$ cat config.mk
export PLATFORM = sky130hd
export DESIGN_NAME = baud_frac_gen_flat
export DESIGN_NICKNAME = d
export VERILOG_FILES = /design/src/rtl/baud_pkg.sv /design/src/rtl/baud_frac_gen_if.sv /design/src/rtl/baud_frac_div.sv /design/src/rtl/baud_frac_gen.sv /design/src/flat_wrapper.sv
export SDC_FILE = /design/constraint.sdc
export NUM_CORES = 1
export LEC_CHECK = 0
export CAP_MARGIN = 20
export CORE_UTILIZATION = 55
export CTS_CLUSTER_DIAMETER = 120
export CTS_CLUSTER_SIZE = 28
export DETAILED_ROUTE_END_ITERATION = 10
export GPL_ROUTABILITY_DRIVEN = 0
export PLACE_DENSITY = 0.76
export SLEW_MARGIN = 15
export SYNTH_ARGS = -nofsm -noshare
export SYNTH_HDL_FRONTEND = slang
export SYNTH_HIERARCHICAL = 1
export SYNTH_SLANG_ARGS = --single-unit
$ cat constraint.sdc
create_clock -name clk -period 5.65 [get_ports clk]
set_input_delay 0.8475 -clock clk [delete_from_list [all_inputs] [get_ports clk]]
set_output_delay 0.8475 -clock clk [all_outputs]
set_load 0.01 [all_outputs]
$ cat src/rtl/baud_pkg.sv
// baud_pkg: shared divisor defaults and the clock/baud to fixed-point divisor helper
package baud_pkg;
  // Rounded divisor in units of 1/2^frac_w clock cycles per oversample tick.
  function automatic int unsigned baud_div_q(longint unsigned clk_hz, longint unsigned baud,
                                             int unsigned os, int unsigned frac_w);
    longint unsigned den = baud * os;
    return 32'(((clk_hz << frac_w) + den / 2) / den);
  endfunction
  localparam int unsigned OVERSAMPLE_DEF = 16;
  localparam int unsigned DIV_FRAC_W_DEF = 4;
  localparam int unsigned MIN_DIV_INT = 2;
  localparam int unsigned DIV_Q_DEF = baud_div_q(64'd50_000_000, 64'd115_200, OVERSAMPLE_DEF, DIV_FRAC_W_DEF);
  localparam int unsigned RST_DIV_INT_DEF = DIV_Q_DEF >> DIV_FRAC_W_DEF;
  localparam int unsigned RST_DIV_FRAC_DEF = DIV_Q_DEF % (32'd1 << DIV_FRAC_W_DEF);
endpackage

$ cat src/rtl/baud_frac_gen_if.sv
// baud_frac_gen_if: divisor control, resync and tick outputs of the baud generator
interface baud_frac_gen_if #(
  parameter int DIV_INT_W = 16,
  parameter int DIV_FRAC_W = 4
);
  logic en, div_load, rx_resync, rxclk_en, rx_sample, txclk_en, div_err;
  logic [DIV_INT_W-1:0] div_int;
  logic [DIV_FRAC_W-1:0] div_frac;
  modport master(output en, div_int, div_frac, div_load, rx_resync,
                 input rxclk_en, rx_sample, txclk_en, div_err);
  modport slave(input en, div_int, div_frac, div_load, rx_resync,
                output rxclk_en, rx_sample, txclk_en, div_err);
endinterface

$ cat src/rtl/baud_frac_div.sv
// baud_frac_div: fractional-N oversample tick engine with divisor loads deferred to tick boundaries
module baud_frac_div
  import baud_pkg::*;
#(
  parameter int DIV_INT_W = 16,
  parameter int DIV_FRAC_W = 4,
  parameter int RST_DIV_INT = int'(RST_DIV_INT_DEF),
  parameter int RST_DIV_FRAC = int'(RST_DIV_FRAC_DEF)
) (
  input  logic                  clk,
  input  logic                  rst,
  input  logic                  en_i,
  input  logic [DIV_INT_W-1:0]  div_int_i,
  input  logic [DIV_FRAC_W-1:0] div_frac_i,
  input  logic                  div_load_i,
  output logic                  tick_o,
  output logic                  rxclk_en_o,
  output logic                  div_err_o
);
  localparam logic [DIV_INT_W-1:0] MIN_INT = DIV_INT_W'(MIN_DIV_INT);
  logic [DIV_INT_W-1:0] act_int_q, act_int_d, cnt_q, cnt_d, pend_int_q, ld_int;
  logic [DIV_FRAC_W-1:0] act_frac_q, act_frac_d, facc_q, facc_d, facc_base, pend_frac_q;
  logic [DIV_FRAC_W:0] sum;
  logic pend_q, pend_d, err_q, err_d, tick_q, apply;
  always_comb begin
    ld_int = div_int_i < MIN_INT ? MIN_INT : div_int_i;
    tick_o = en_i && cnt_q == '0;
    apply = tick_o && (div_load_i || pend_q);
    act_int_d = !apply ? act_int_q : div_load_i ? ld_int : pend_int_q;
    act_frac_d = !apply ? act_frac_q : div_load_i ? div_frac_i : pend_frac_q;
    // a freshly applied divisor starts its fractional phase from zero
    facc_base = apply ? '0 : facc_q;
    sum = {1'b0, facc_base} + {1'b0, act_frac_d};
    facc_d = tick_o ? sum[DIV_FRAC_W-1:0] : facc_q;
    cnt_d = tick_o ? act_int_d - DIV_INT_W'(1) + DIV_INT_W'(sum[DIV_FRAC_W])
          : en_i ? cnt_q - DIV_INT_W'(1) : cnt_q;
    pend_d = !tick_o && (div_load_i || pend_q);
    err_d = div_load_i ? div_int_i < MIN_INT : err_q;
  end
  always_ff @(posedge clk) begin
    if (rst) begin
      act_int_q <= DIV_INT_W'(RST_DIV_INT);
      act_frac_q <= DIV_FRAC_W'(RST_DIV_FRAC);
      cnt_q <= '0;
      facc_q <= '0;
      pend_q <= 1'b0;
      pend_int_q <= '0;
      pend_frac_q <= '0;
      err_q <= 1'b0;
      tick_q <= 1'b0;
    end else begin
      act_int_q <= act_int_d;
      act_frac_q <= act_frac_d;
      cnt_q <= cnt_d;
      facc_q <= facc_d;
      pend_q <= pend_d;
      pend_int_q <= div_load_i ? ld_int : pend_int_q;
      pend_frac_q <= div_load_i ? div_frac_i : pend_frac_q;
      err_q <= err_d;
      tick_q <= tick_o;
    end
  end
  assign rxclk_en_o = tick_q;
  assign div_err_o = err_q;
endmodule

$ cat src/rtl/baud_frac_gen.sv
// baud_frac_gen: fractional baud tick generator with tx bit tick and resyncable rx mid-bit strobe
module baud_frac_gen
  import baud_pkg::*;
#(
  parameter int DIV_INT_W = 16,
  parameter int DIV_FRAC_W = int'(DIV_FRAC_W_DEF),
  parameter int OVERSAMPLE = int'(OVERSAMPLE_DEF),
  parameter int RST_DIV_INT = int'(RST_DIV_INT_DEF),
  parameter int RST_DIV_FRAC = int'(RST_DIV_FRAC_DEF)
) (
  input logic clk,
  input logic rst,
  baud_frac_gen_if.slave bus
);
  localparam int OW = $clog2(OVERSAMPLE);
  localparam logic [OW-1:0] OS_LAST = OW'(OVERSAMPLE - 1);
  localparam logic [OW-1:0] OS_MID = OW'(OVERSAMPLE / 2);
  logic tick, rx_arm_q, txclk_en_q, rx_sample_q;
  logic [OW-1:0] tx_os_q, tx_os_d, rx_os_q, rx_os_d;
  baud_frac_div #(
    .DIV_INT_W(DIV_INT_W),
    .DIV_FRAC_W(DIV_FRAC_W),
    .RST_DIV_INT(RST_DIV_INT),
    .RST_DIV_FRAC(RST_DIV_FRAC)
  ) u_div (
    .clk(clk),
    .rst(rst),
    .en_i(bus.en),
    .div_int_i(bus.div_int),
    .div_frac_i(bus.div_frac),
    .div_load_i(bus.div_load),
    .tick_o(tick),
    .rxclk_en_o(bus.rxclk_en),
    .div_err_o(bus.div_err)
  );
  always_comb begin
    tx_os_d = tick ? tx_os_q + OW'(1) : tx_os_q;
    // resync beats a coincident tick, so that tick is not counted in the rx phase
    rx_os_d = bus.rx_resync ? '0 : tick ? rx_os_q + OW'(1) : rx_os_q;
  end
  always_ff @(posedge clk) begin
    if (rst) begin
      tx_os_q <= '0;
      rx_os_q <= '0;
      rx_arm_q <= 1'b0;
      txclk_en_q <= 1'b0;
      rx_sample_q <= 1'b0;
    end else begin
      tx_os_q <= tx_os_d;
      rx_os_q <= rx_os_d;
      rx_arm_q <= rx_arm_q || bus.rx_resync;
      txclk_en_q <= tick && tx_os_q == OS_LAST;
      rx_sample_q <= tick && rx_arm_q && !bus.rx_resync && rx_os_d == OS_MID;
    end
  end
  assign bus.txclk_en = txclk_en_q;
  assign bus.rx_sample = rx_sample_q;
endmodule
$ cat src/flat_wrapper.sv
// flat-port wrapper written by rule: the top's interface ports become plain ports
module baud_frac_gen_flat import baud_pkg::*;
#(
  parameter int DIV_INT_W = 16,
  parameter int DIV_FRAC_W = int'(DIV_FRAC_W_DEF),
  parameter int OVERSAMPLE = int'(OVERSAMPLE_DEF),
  parameter int RST_DIV_INT = int'(RST_DIV_INT_DEF),
  parameter int RST_DIV_FRAC = int'(RST_DIV_FRAC_DEF)
)
  (clk, rst, bus_en, bus_div_int, bus_div_frac, bus_div_load, bus_rx_resync, bus_rxclk_en, bus_rx_sample, bus_txclk_en, bus_div_err);
  baud_frac_gen_if #(.DIV_INT_W(DIV_INT_W), .DIV_FRAC_W(DIV_FRAC_W)) bus_i ();
  input logic clk;
  input logic rst;
  input wire logic [$bits(bus_i.en)-1:0] bus_en;
  input wire logic [$bits(bus_i.div_int)-1:0] bus_div_int;
  input wire logic [$bits(bus_i.div_frac)-1:0] bus_div_frac;
  input wire logic [$bits(bus_i.div_load)-1:0] bus_div_load;
  input wire logic [$bits(bus_i.rx_resync)-1:0] bus_rx_resync;
  output wire logic [$bits(bus_i.rxclk_en)-1:0] bus_rxclk_en;
  output wire logic [$bits(bus_i.rx_sample)-1:0] bus_rx_sample;
  output wire logic [$bits(bus_i.txclk_en)-1:0] bus_txclk_en;
  output wire logic [$bits(bus_i.div_err)-1:0] bus_div_err;
  assign bus_i.en = bus_en;
  assign bus_i.div_int = bus_div_int;
  assign bus_i.div_frac = bus_div_frac;
  assign bus_i.div_load = bus_div_load;
  assign bus_i.rx_resync = bus_rx_resync;
  assign bus_rxclk_en = bus_i.rxclk_en;
  assign bus_rx_sample = bus_i.rx_sample;
  assign bus_txclk_en = bus_i.txclk_en;
  assign bus_div_err = bus_i.div_err;
  baud_frac_gen #(.DIV_INT_W(DIV_INT_W), .DIV_FRAC_W(DIV_FRAC_W), .OVERSAMPLE(OVERSAMPLE), .RST_DIV_INT(RST_DIV_INT), .RST_DIV_FRAC(RST_DIV_FRAC)) u_core (.clk(clk), .rst(rst), .bus(bus_i));
endmodule
## Word level (Yosys, flattened, before mapping)

Cells that the tools add are included.

| storage, ports and cells | value |
|---|---|
| bits of input ports | 25 |
| flip-flop bits (word level) | 74 |
| output and inout bits | 4 |

| operators by class | value |
|---|---|
| multiplexer cells | 10 |
| $lt $le $gt $ge | 1 |
| reductions and logical operators | 13 |
| eq/ne operators | 2 |
| $add $sub $neg | 6 |

Operators with widths:

| kind | number |
|---|---|
| 16-bit two-way mux | 5 |
| 16-bit by 1-bit subtractor with 16-bit output (second input constant) | 2 |
| 4-bit two-way mux | 5 |
| 16-bit by 1-bit adder with 16-bit output | 1 |
| 16-bit zero test | 1 |
| 16-bit by 2-bit less-than comparator with 1-bit output (second input constant) | 1 |
| 4-bit by 1-bit adder with 4-bit output (second input constant) | 2 |
| 4-bit equality test (second input constant) | 2 |
| 1-bit logical AND | 7 |
| 4-bit by 4-bit adder with 5-bit output | 1 |
| 1-bit zero test | 2 |
| 1-bit logical OR | 2 |
| 2-bit nonzero test | 1 |

## Depth between registers and ports, before layout

Gate-level depths: netlist of the first run.

| logic depth | value |
|---|---|
| depth after elaboration | 7 |
| gate-level depth with buffers | 22 |

## Hierarchy

Netlist of the first run, hierarchy kept.

By module, submodules not included:

| module | area an instance (µm²) | cells each | times used |
|---|---|---|---|
| baud_frac_div | 3507.1 | 406 | 1 |
| baud_frac_gen | 445.4 | 44 | 1 |

## Least setup slack after synthesis of the first run

No wires, ideal clock.

| timing path | value |
|---|---|
| path type | input-to-reg |
| start point | input port bus_en |
| end point | register u_core.u_div.cnt_q[9] |
| data required time | 5559 ps |
| cell stages on the path | 19 |
| arrival time | 4238 ps |
| setup time | 91 ps |
| slack | 1321 ps |
| cells stage by stage | buf_2 -> nor4b_2 -> nand2_2 -> nor3_4 -> buf_6 -> buf_2 -> a21oi_1 -> ha_1 -> inv_1 -> fa_1 -> inv_1 -> a21o_1 -> a21oi_1 -> ha_1 -> inv_1 -> or4_1 -> nor3_1 -> xnor2_1 -> a311oi_1 |

| on the way | value |
|---|---|
| word-level cells in the longest chain between the ends | 6 |
| elaborated cells on any way between the ends | 10 |

RTL lines:

| item | RTL line | RTL |
|---|---|---|
| start, declared | flat_wrapper.sv:14 | `input wire logic [$bits(bus_i.en)-1:0] bus_en;` |
| 1-bit logical AND | baud_frac_div.sv:27 | `tick_o = en_i && cnt_q == '0;` |
| 1-bit logical AND | baud_frac_div.sv:28 | `apply = tick_o && (div_load_i \|\| pend_q);` |
| 4-bit two-way mux | baud_frac_div.sv:30 | `act_frac_d = !apply ? act_frac_q : div_load_i ? div_frac_i : pend_frac_q;` |
| net u_core.u_div.act_frac_d[0] | baud_frac_div.sv:22 | `logic [DIV_FRAC_W-1:0] act_frac_q, act_frac_d, facc_q, facc_d, facc_base, pend_frac_q;` |
| 4-bit by 4-bit adder with 5-bit output | baud_frac_div.sv:33 | `sum = {1'b0, facc_base} + {1'b0, act_frac_d};` |
| 16-bit by 1-bit adder with 16-bit output | baud_frac_div.sv:35 | `cnt_d = tick_o ? act_int_d - DIV_INT_W'(1) + DIV_INT_W'(sum[DIV_FRAC_W])` |
| 16-bit two-way mux | baud_frac_div.sv:35 |  |
| end signal, assigned | baud_frac_div.sv:54 | `cnt_q <= cnt_d;` |
| end, declared | baud_frac_div.sv:21 | `logic [DIV_INT_W-1:0] act_int_q, act_int_d, cnt_q, cnt_d, pend_int_q, ld_int;` |

The timed path passes the listed nets, and every way through them passes these cells.
A chain may end at the register's enable or synchronous reset.

## Worst setup path after layout of the first run

| timing path | value |
|---|---|
| start point | input port bus_div_load |
| end point | register u_core.u_div.cnt_q[9] |

| on the way | value |
|---|---|
| word-level cells in the longest chain between the ends | 6 |
| elaborated cells on any way between the ends | 11 |

RTL lines:

| item | RTL line | RTL |
|---|---|---|
| start, declared | flat_wrapper.sv:17 | `input wire logic [$bits(bus_i.div_load)-1:0] bus_div_load;` |
| 1-bit logical OR | baud_frac_div.sv:28 |  |
| 1-bit logical AND | baud_frac_div.sv:28 |  |
| 16-bit two-way mux (tied with other cells) | baud_frac_div.sv:29 | `act_int_d = !apply ? act_int_q : div_load_i ? ld_int : pend_int_q;` |
| 16-bit by 1-bit subtractor with 16-bit output or 4-bit by 4-bit adder with 5-bit output (tied branches) | baud_frac_div.sv:35, baud_frac_div.sv:33 |  |
| 16-bit by 1-bit adder with 16-bit output * | baud_frac_div.sv:35 |  |
| 16-bit two-way mux * | baud_frac_div.sv:35 |  |

Mark *: on every way between the ends. The rest lies on a longest branch, timed or not.

==> results.py, run 1 <==
metrics = {
    "clock_network": {
        "cts_tree": "done",
        "clk_latency_ns": 0.34,
        "cts-root-buf": "clkbuf_8",
        "cts_sinks": 74,
        "clk_path_buf_depth": 2,
        "cts_buffers": 9,
        "hold_buffers": 0,
        "postCtsSetupBuffers": 0,
        "cts_resized": 0,
        "path_clk_slew_ns": 0.08,
        "h-tree-depth": 3,
    },
    "timing": {
        "tns_ns": 0,
        "fmax_mhz": 222,
        "setup_viol": 0,
        "hold_slack_ns": 0.452,
        "setup_slack_ns": 1.15,
        "timing.final.crit_share_pct": 79.6,
        "slew_headroom_pct": 58.9,
        "skew_ns": 0.00696,
        "min_period_ns": 4.50,
        "finalHoldViolations": 0,
        "slew_violations": 0,
        "worst_pin_slew_ns": 0.617,
        "rsz0062_at_grt": "false",
    },
    "yosys": {
        "netlist-cell-type-count": 67,
        "ys_top_cells_by_area": "dfxtp_1 37%, mux2i_1 5.6%, nor2_1 4.8%, ha_1 3.5%, a21oi_1 3.4%",
        "ys.flop_type": "dfxtp_1",
        "yosysSeqAreaShare_pct": 37.5,
        "synthTopCellsByCount": "74 x dfxtp_1, 51 x nor2_1, 31 x nand2_1",
        "syn_area_per_cell_um2": 8.78,
        "yosys_register_bits": 74,
        "yosys.area.top_type_share_pct": 37.5,
        "synth_nets": 487,
        "ys.warnings.count": 6,
        "synth_area_um2": 3950,
        "synth_cells": 450,
        "yosys.area.top_type": "dfxtp_1",
        "synth.most_common_cell": "dfxtp_1",
        "async_flop_share_pct": 0,
        "synth_edf_count": 0,
    },
    "detailed_routing": {
        "top_layer": "met4",
        "met3_wirelength_um": 416,
        "met2_length_mm": 3.91,
        "ant_nets": 0,
        "drt_wl_total_mm": 8.84,
        "wl_per_cell_um": 15.5,
        "wl_met1_mm": 4.32,
        "via_count": 3319,
        "dr.pass1.iters": 4,
        "routed_via_density": 5.81,
        "remaining_drc_errors": 0,
        "drt-initial-drc-count": 259,
    },
    "global_routing": {
        "grt_max_degree": 60,
        "grt_pass1_vias": 3025,
        "track_usage_pct": 25.2,
        "antenna_found_initial": 0,
        "grt_first_pass_wirelength_mm": 14.6,
        "gr-total-overflow": 0,
    },
    "setup_path": {
        "path_common_cell": "inv_1",
        "cp-end-kind": "register",
        "timing.rr.start": "u_core/u_div/cnt_q[0]$_SDFFE_PP0P_",
        "path_class": "in2reg",
        "path_buf_inv": 4,
        "crit_fanout": 25,
        "r2r_end": "u_core/u_div/cnt_q[10]$_SDFFE_PP0P_",
        "cp.arrival_ns": 4.75,
        "crit_path_max_incr_delay_ns": 0.66,
        "path_cells": "clkdlybuf4s50_1 -> nor2_1 -> nor3_4 -> buf_4 -> o21ai_0 -> fa_1 -> inv_1 -> a21o_1 -> a21oi_1 -> ha_1 -> inv_1 -> or4_1 -> nor3_1 -> xnor2_1 -> a311oi_1",
        "r2r_cells": 16,
        "crit_slowest_cell": "clkdlybuf4s50_1",
        "start_kind": "input pin",
        "crit_required_ns": 5.90,
        "critical_path.top_delay_family": "simple AND/OR/NAND/NOR gates",
        "reg2reg_slack_ns": 1.59,
    },
    "run_status": {
        "run_status": "finished clean",
    },
    "flow_run": {
        "maxCapViolCount": 0,
    },
    "layout": {
        "instances_no_fill": 571,
        "diodes": 0,
        "layout-drive-gt1-share_pct": 10.1,
        "syn2layout_area_growth_pct": 13.4,
        "final_nets": 508,
    },
    "floorplan": {
        "rows": 30,
        "ios": 29,
        "chipWidth_um": 86.8,
        "die_h_um": 86.8,
        "initial_core_util_pct": 57.5,
        "core_area_um2": 6870,
        "die_area_um2": 7530,
    },
    "placed_design": {
        "io_buffers": 28,
        "dp.cells": 556,
        "place_ws_ns": 0.848,
        "hpwl_mm": 6.26,
    },
    "worst_hold_path": {
        "whs_path_depth": 2,
        "holdPathEnd": "u_core/bus.txclk_en$_SDFF_PP0_",
        "holdCritPathClass": "reg2reg",
        "hold_path.startpoint": "u_core/tx_os_q[3]$_SDFFE_PP0P_",
    },
    "pwr": {
        "p_per_area_nw_per_um2": 443,
        "p_leak_nw": 1.72,
        "ir_drop_mv": 0.267,
    },
}
[final cells by class]
cell class / count / area, um^2
Clock buffer: 10 / 138
Clock inverter: 5 / 78.8
Fill cell: 566 / 2390
Inverter: 15 / 56.3
Multi-Input combinational cell: 338 / 2300
Sequential cell: 74 / 1480
Tap cell: 96 / 120
Timing Repair Buffer: 33 / 313
[report_power, final]
group	switching [mW]	total, mW	internal [mW]
sequential	0.108	0.729	0.621
clock	0.191	0.448	0.257
combinational	0.485	0.809	0.324
[state kept, by name (all words and copies together), names as in the netlist, 4 cells and up]
register and cells:
u_core/u_div/act_int_q 16, u_core/u_div/pend_int_q 16, u_core/u_div/facc_q 4, u_core/u_div/act_frac_q 4, u_core/rx_os_q 4, u_core/tx_os_q 4, u_core/u_div/pend_frac_q 4, u_core/u_div/cnt_q 16
[per-stage QoR]
step	instance area, um^2	power [mW]	util, %
after floorplan	3950	1.36	-
after CTS	4480	1.98	65.3
after global routing	4480	2.11	65.3
after detailed placement	4270	1.53	62.1
final	4480	1.99	65.3
after global placement	4270	1.51	62.1
[cells by family (layout without fill, tap and decap cells)]
kind of cell | Yosys count | in the layout | share of synthesized area (%)
buffers and inverters | 38 | 63 | 4.43
adders and majority gates | 12 | 12 | 3.99
DFF | 74 | 74 | 37.5
xor gates and xnor gates | 18 | 18 | 3.99
and+or+nand+nor | 184 | 184 | 27.0
AOI/OAI and AO/OA | 93 | 93 | 15.0
muxes | 31 | 31 | 8.14
[tightest hold or removal path: cells and delay by family, from the launching register on]
kind / cells / cell delay (ns)
flip-flops: 1 / 0.32
AND/OR/NAND/NOR: 2 / 0.09
[metal layers]
layer / track usage, % / vias up
met3: 4.19 / 16
met5: 0 / -
met4: 11.5 / 0
met2: 38.5 / 103
li1: - / 1660
met1: 34.9 / 1540
[cells in the final DEF, fill, tap and decap left out, types with 3 or more instances in the layout]
master	n
or4_1	4
and4_1	3
and3_1	4
a211oi_1	7
nor3_1	21
dfxtp_1	74
a31oi_1	10
xor2_1	8
nand3_1	9
nor3_4	3
and2_1	8
nand2_1	31
nor2_1	51
mux2i_1	22
nor4_1	4
buf_4	5
mux2_2	9
o21ai_0	12
o211ai_1	4
ha_1	11
or3_1	6
clkbuf_8	10
a21oi_1	27
o21ai_1	6
inv_1	14
a21o_1	4
clkdlybuf4s50_1	27
nor2b_1	11
nand4_1	6
xnor2_1	10
nor3b_1	3
[worst max path at each step]
| stage | start | endpoint | slack, ns | cells past startpoint |
|---|---|---|---|---|
| detailed placement | bus_div_load | u_core/u_div/cnt_q[7]$_SDFFE_PP0P_ | 0.85 | 16 |
| CTS | bus_en | u_core/u_div/cnt_q[10]$_SDFFE_PP0P_ | 1.19 | 15 |
| floorplan | bus_en | u_core/u_div/cnt_q[9]$_SDFFE_PP0P_ | 1.32 | 19 |
| global placement | bus_en | u_core/u_div/cnt_q[10]$_SDFFE_PP0P_ | 0.94 | 15 |
| global route | bus_div_load | u_core/u_div/cnt_q[9]$_SDFFE_PP0P_ | 0.67 | 15 |
| finish | bus_div_load | u_core/u_div/cnt_q[9]$_SDFFE_PP0P_ | 1.15 | 15 |
Power figures use the tool's default switching activity.
==> inputs of run 2 (changes only) <==
==> constraint.sdc (replaced) <==
create_clock -name clk -period 4.7 [get_ports clk]
set_input_delay 0.705 -clock clk [delete_from_list [all_inputs] [get_ports clk]]
set_output_delay 0.705 -clock clk [all_outputs]
set_load 0.01 [all_outputs]
==> run 2 against run 1 <==
  * Combinational power grew 23%
  * Clock skew grew 0.010 ns
  * First-iteration DRC count shrank 38%
  * Total power rose by 23%
  * Largest power group unchanged
  * Highest routed layer unchanged
==> results.py, run 2 (synthesis results as in run 1) <==
metrics = {
    "detailed_routing": {
        "remaining_drc_errors": 0,
        "ant_nets": 0,
        "drt_wl_total_mm": 9.17,
        "wl_per_cell_um": 15.9,
        "routed_via_density": 5.91,
        "via_count": 3397,
        "drt-initial-drc-count": 160,
        "dr.pass1.iters": 6,
    },
    "layout": {
        "final_nets": 511,
        "final_cell_area_um2": 4520,
        "final_common_cell": "dfxtp_1",
        "top_regs": "u_core/u_div/act_int_q (16), u_core/u_div/cnt_q (16), u_core/u_div/pend_int_q (16)",
        "syn2layout_area_growth_pct": 14.5,
        "layout-drive-gt1-share_pct": 10.9,
        "multiInputGateArea_um2": 2300,
        "fillers": 555,
        "regArea_um2": 1480,
        "layout_common_cells": "74 x dfxtp_1, 51 x nor2_1, 31 x nand2_1",
        "diodes": 0,
    },
    "clock_network": {
        "h-tree-depth": 3,
        "postCtsSetupBuffers": 0,
        "path_clk_slew_ns": 0.09,
        "cts_tree": "done",
        "cts-root-buf": "clkbuf_8",
        "cts_sinks": 74,
        "clk_latency_ns": 0.35,
        "cts_buffers": 9,
        "hold_buffers": 0,
        "clk_path_buf_depth": 2,
        "cts_resized": 0,
    },
    "setup_path": {
        "crit_required_ns": 4.97,
        "worst-path-stages": 17,
        "critical_path.top_delay_family": "simple AND/OR/NAND/NOR gates",
        "cp-startpoint": "bus_en",
        "crit_slowest_cell": "or4_1",
        "path_class": "in2reg",
        "r2r_cells": 18,
        "start_kind": "input pin",
        "cp.arrival_ns": 4.58,
        "cp-end-kind": "register",
        "path_cells": "clkdlybuf4s50_1 -> nor4b_2 -> nand2_2 -> nor3_4 -> nand2_1 -> o21ai_0 -> fa_1 -> inv_1 -> a21o_1 -> a21oi_1 -> ha_1 -> inv_1 -> or4_1 -> xnor2_1 -> o21ai_0 -> a21o_1 -> a31oi_1",
        "crit_path_max_incr_delay_ns": 0.54,
        "path_buf_inv": 3,
        "crit_fanout": 12,
        "timing.rr.start": "u_core/u_div/cnt_q[0]$_SDFFE_PP0P_",
    },
    "global_routing": {
        "grt_first_pass_wirelength_mm": 15.5,
        "grt_max_degree": 33,
        "antenna_found_initial": 0,
        "track_usage_pct": 26.7,
        "grt_pass1_vias": 3180,
        "gr-total-overflow": 0,
    },
    "placed_design": {
        "place_ws_ns": 0.130,
        "io_buffers": 28,
        "place_area_um2": 4290,
        "hpwl_mm": 6.58,
    },
    "worst_hold_path": {
        "hold_path.startpoint": "u_core/u_div/facc_q[3]$_SDFFE_PP0N_",
        "holdCritPathClass": "reg2reg",
        "whs_path_depth": 2,
    },
    "timing": {
        "setup_slack_ns": 0.381,
        "rsz0062_at_grt": "false",
        "hold_slack_ns": 0.452,
        "min_period_ns": 4.32,
        "slew_violations": 0,
        "skew_ns": 0.0170,
        "worst_pin_slew_ns": 0.625,
        "finalHoldViolations": 0,
        "slew_headroom_pct": 58.4,
        "setup_viol": 0,
        "tns_ns": 0,
        "timing.final.crit_share_pct": 91.9,
        "fmax_mhz": 232,
    },
    "floorplan": {
        "core_area_um2": 6870,
        "ios": 29,
        "initial_core_util_pct": 57.5,
        "rows": 30,
        "chipWidth_um": 86.8,
        "die_h_um": 86.8,
        "die_area_um2": 7530,
    },
    "pwr": {
        "power_mw": 2.44,
        "ir_drop_mv": 0.254,
        "p_per_area_nw_per_um2": 539,
        "p_leak_nw": 1.74,
    },
    "flow_run": {
        "maxCapViolCount": 0,
    },
    "run_status": {
        "run_status": "finished clean",
    },
}
run 2: layout make-up:
type | instances | share of cell area (%)
clock buffers | 11 | 3.35
clock inverters | 5 | 1.85
inverters | 15 | 1.24
multi-input cells | 338 | 50.7
flip-flops and latches | 74 | 32.7
well taps | 96 | 2.65
repair buffers | 36 | 7.41
run 2: per-stage QoR:
step | util (%) | instances
floorplan | - | 450
global placement | 62.4 | 559
detailed placement | 62.4 | 559
CTS | 65.9 | 575
global route | 65.9 | 575
finish | 65.9 | 575
run 2: worst paths after layout:
check / end / slack [ns]
worst max-delay path: u_core/u_div/cnt_q[7]$_SDFFE_PP0P_ / 0.38
worst min-delay path: u_core/u_div/facc_q[3]$_SDFFE_PP0N_ / 0.45
worst max register to register: u_core/u_div/cnt_q[7]$_SDFFE_PP0P_ / 0.58
worst min register to register: u_core/u_div/facc_q[3]$_SDFFE_PP0N_ / 0.45
run 2: per-layer routing:
| metal | routed length, um | part of all wire (%) | global-route usage, % |
|---|---|---|---|
| met2 | 4230 | 46 | 41.7 |
| met5 | 0 | 0 | 0 |
| met1 | 4190 | 46 | 35.3 |
| met4 | 155 | 1.7 | 9.55 |
| met3 | 588 | 6.4 | 7.62 |
run 2: tightest hold or removal path, stage by stage (launching register included):
cell and delay (ns):
dfxtp_1 0.31, nand2_1 0.05, a21oi_1 0.05
run 2: where the power goes:
part	switching, mW	leakage, nW	internal (mW)
clock	0.238	0.112	0.330
sequential	0.132	0.604	0.747
combinational	0.589	1.02	0.403
==> inputs of run 3 (changes only) <==
--- a/config.mk
+++ b/config.mk
@@ -6,6 +6,7 @@
 export NUM_CORES = 1
 export LEC_CHECK = 0
 export CAP_MARGIN = 20
+export CORE_MARGIN = 2
 export CORE_UTILIZATION = 55
 export CTS_CLUSTER_DIAMETER = 120
 export CTS_CLUSTER_SIZE = 28
==> run 3 against run 2 <==
  * Clock power down 11%
  * Die area up 4.7%
  * Combinational power about the same
  * Global-route usage down 1.5 points
  * First-iteration DRC count up 19%
  * Worst setup slack better by 0.074 ns
  * Cell count unchanged
  * Critical path depth up 1
  * Fmax up 1.7%
  * Final area down 0.69%
  * Clock skew down 0.0075 ns
  * Critical path type unchanged
  * Critical endpoint unchanged
==> results.py, run 3 (synthesis results as in run 1) <==
metrics = {
    "global_routing": {
        "antenna_found_initial": 0,
        "track_usage_pct": 25.3,
        "gr-total-overflow": 0,
        "grt_pass1_vias": 3309,
        "grt_first_pass_wirelength_mm": 15.5,
        "grt_max_degree": 59,
    },
    "timing": {
        "skew_ns": 0.00946,
        "slew_headroom_pct": 55.4,
        "setup_viol": 0,
        "fmax_mhz": 236,
        "rsz0062_at_grt": "false",
        "finalHoldViolations": 0,
        "tns_ns": 0,
        "min_period_ns": 4.24,
        "slew_violations": 0,
        "worst_pin_slew_ns": 0.667,
        "timing.final.crit_share_pct": 90.3,
    },
    "layout": {
        "layout-drive-gt1-share_pct": 10.6,
        "final_common_cell": "dfxtp_1",
        "final_nets": 511,
        "diodes": 0,
        "layout_common_cells": "74 x dfxtp_1, 51 x nor2_1, 31 x nand2_1",
        "syn2layout_area_growth_pct": 13.7,
        "final_cell_area_um2": 4490,
        "top_regs": "u_core/u_div/act_int_q (16), u_core/u_div/cnt_q (16), u_core/u_div/pend_int_q (16)",
    },
    "placed_design": {
        "place_area_um2": 4290,
        "hpwl_mm": 6.50,
        "io_buffers": 28,
    },
    "setup_path": {
        "crit_slowest_cell": "or4_1",
        "crit_path_max_incr_delay_ns": 0.54,
        "crit_required_ns": 4.97,
        "start_kind": "input pin",
        "reg2reg_slack_ns": 0.61,
        "path_common_cell": "inv_1",
        "crit_fanout": 10,
        "cp.arrival_ns": 4.52,
        "cp-end-kind": "register",
        "path_cells": "clkdlybuf4s50_1 -> nor4b_2 -> nand2_2 -> nor3_4 -> a21oi_1 -> ha_1 -> inv_1 -> fa_1 -> inv_1 -> a21o_1 -> a21oi_1 -> ha_1 -> inv_1 -> or4_1 -> xnor2_1 -> o21ai_0 -> a21o_1 -> a31oi_1",
        "path_class": "in2reg",
    },
    "pwr": {
        "ir_drop_mv": 0.246,
        "switchingPower_mw": 0.971,
        "p_per_area_nw_per_um2": 530,
        "pwr-share-seq_pct": 37.0,
        "p_leak_nw": 1.72,
        "combPwrFrac_pct": 41.7,
        "switching_share_pct": 40.8,
        "internal-power_mw": 1.41,
        "clockPowerShare_pct": 21.3,
    },
    "floorplan": {
        "ios": 29,
        "die_area_um2": 7880,
        "die_h_um": 88.8,
        "rows": 30,
        "chipWidth_um": 88.8,
        "core_area_um2": 6870,
        "initial_core_util_pct": 57.5,
    },
    "clock_network": {
        "postCtsSetupBuffers": 0,
        "h-tree-depth": 3,
        "cts_sinks": 74,
        "cts_tree": "done",
        "cts_buffers": 9,
        "clk_path_buf_depth": 2,
        "hold_buffers": 0,
        "clk_latency_ns": 0.35,
        "cts_resized": 0,
        "cts-root-buf": "clkbuf_8",
        "path_clk_slew_ns": 0.08,
    },
    "worst_hold_path": {
        "holdCritPathClass": "reg2reg",
    },
    "detailed_routing": {
        "wl_per_cell_um": 16.0,
        "remaining_drc_errors": 0,
        "drt_wl_total_mm": 9.22,
        "routed_via_density": 5.89,
        "via_count": 3388,
        "dr.pass1.iters": 4,
        "ant_nets": 0,
        "drt-initial-drc-count": 191,
    },
    "run_status": {
        "run_status": "finished clean",
    },
    "flow_run": {
        "maxCapViolCount": 0,
    },
}
==> run 3: cell types whose count changed in the layout (fill, tap and decap cells not counted) <==
cell,before,now
bufinv_16,2,1
clkinv_4,0,1
clkbuf_8,11,10
clkbuf_1,0,1
==> run 3: critical path: cells and delay by family <==
family                     cells  cell delay, ns
adders and majority gates      3            0.72
xor gates and xnor gates       1            0.16
and+or+nand+nor                4            1.34
buffers and inverters          4            0.67
AOI/OAI and AO/OA              6            0.92
==> run 3: power by group through the flow <==
stage               clock (mW)  sequential [mW]  combinational (mW)
detailed placement           0            0.890               0.968
floorplan                    0            0.860               0.771
global placement             0            0.883               0.946
finish                   0.507            0.881               0.994
CTS                      0.515            0.877               0.983
global route             0.533            0.897                1.10
==> run 3: worst paths after layout <==
kind,startpoint,endpoint,depth (start not counted)
worst min-delay path,u_core/u_div/facc_q[2]$_SDFFE_PP0N_,u_core/u_div/facc_q[2]$_SDFFE_PP0N_,2
worst min register to register,u_core/u_div/facc_q[2]$_SDFFE_PP0N_,u_core/u_div/facc_q[2]$_SDFFE_PP0N_,2
worst max-delay path,bus_en,u_core/u_div/cnt_q[7]$_SDFFE_PP0P_,18
worst max register to register,u_core/u_div/cnt_q[0]$_SDFFE_PP0P_,u_core/u_div/cnt_q[7]$_SDFFE_PP0P_,19
==> run 3: final cells by class <==
type / count / area [um^2]
inverters: 15 / 56.3
multi-input cells: 338 / 2300
flip-flops and latches: 74 / 1480
well taps: 96 / 120
fillers: 560 / 2380
clock buffers: 11 / 141
repair buffers: 36 / 335
clock inverters: 5 / 62.6
==> run 3: layer usage <==
layer	vias up	routed length [um]	GRT usage, %
met1	1612	4260	33.0
met3	9	571	3.45
met5	-	0	0
met4	0	106	10.6
li1	1669	-	-
met2	98	4290	41.9
==> run 3: per-stage QoR <==
stage	hold slack, ns	worst slack [ns]	instances	power, mW	util, %
after floorplan	0.426	0.514	450	1.63	-
after global placement	0.442	0.277	559	1.83	62.4
after detailed placement	0.445	0.174	559	1.86	62.4
after CTS	0.455	0.499	575	2.37	65.4
after global routing	0.470	0.160	575	2.53	65.4
final	0.454	0.455	575	2.38	65.4
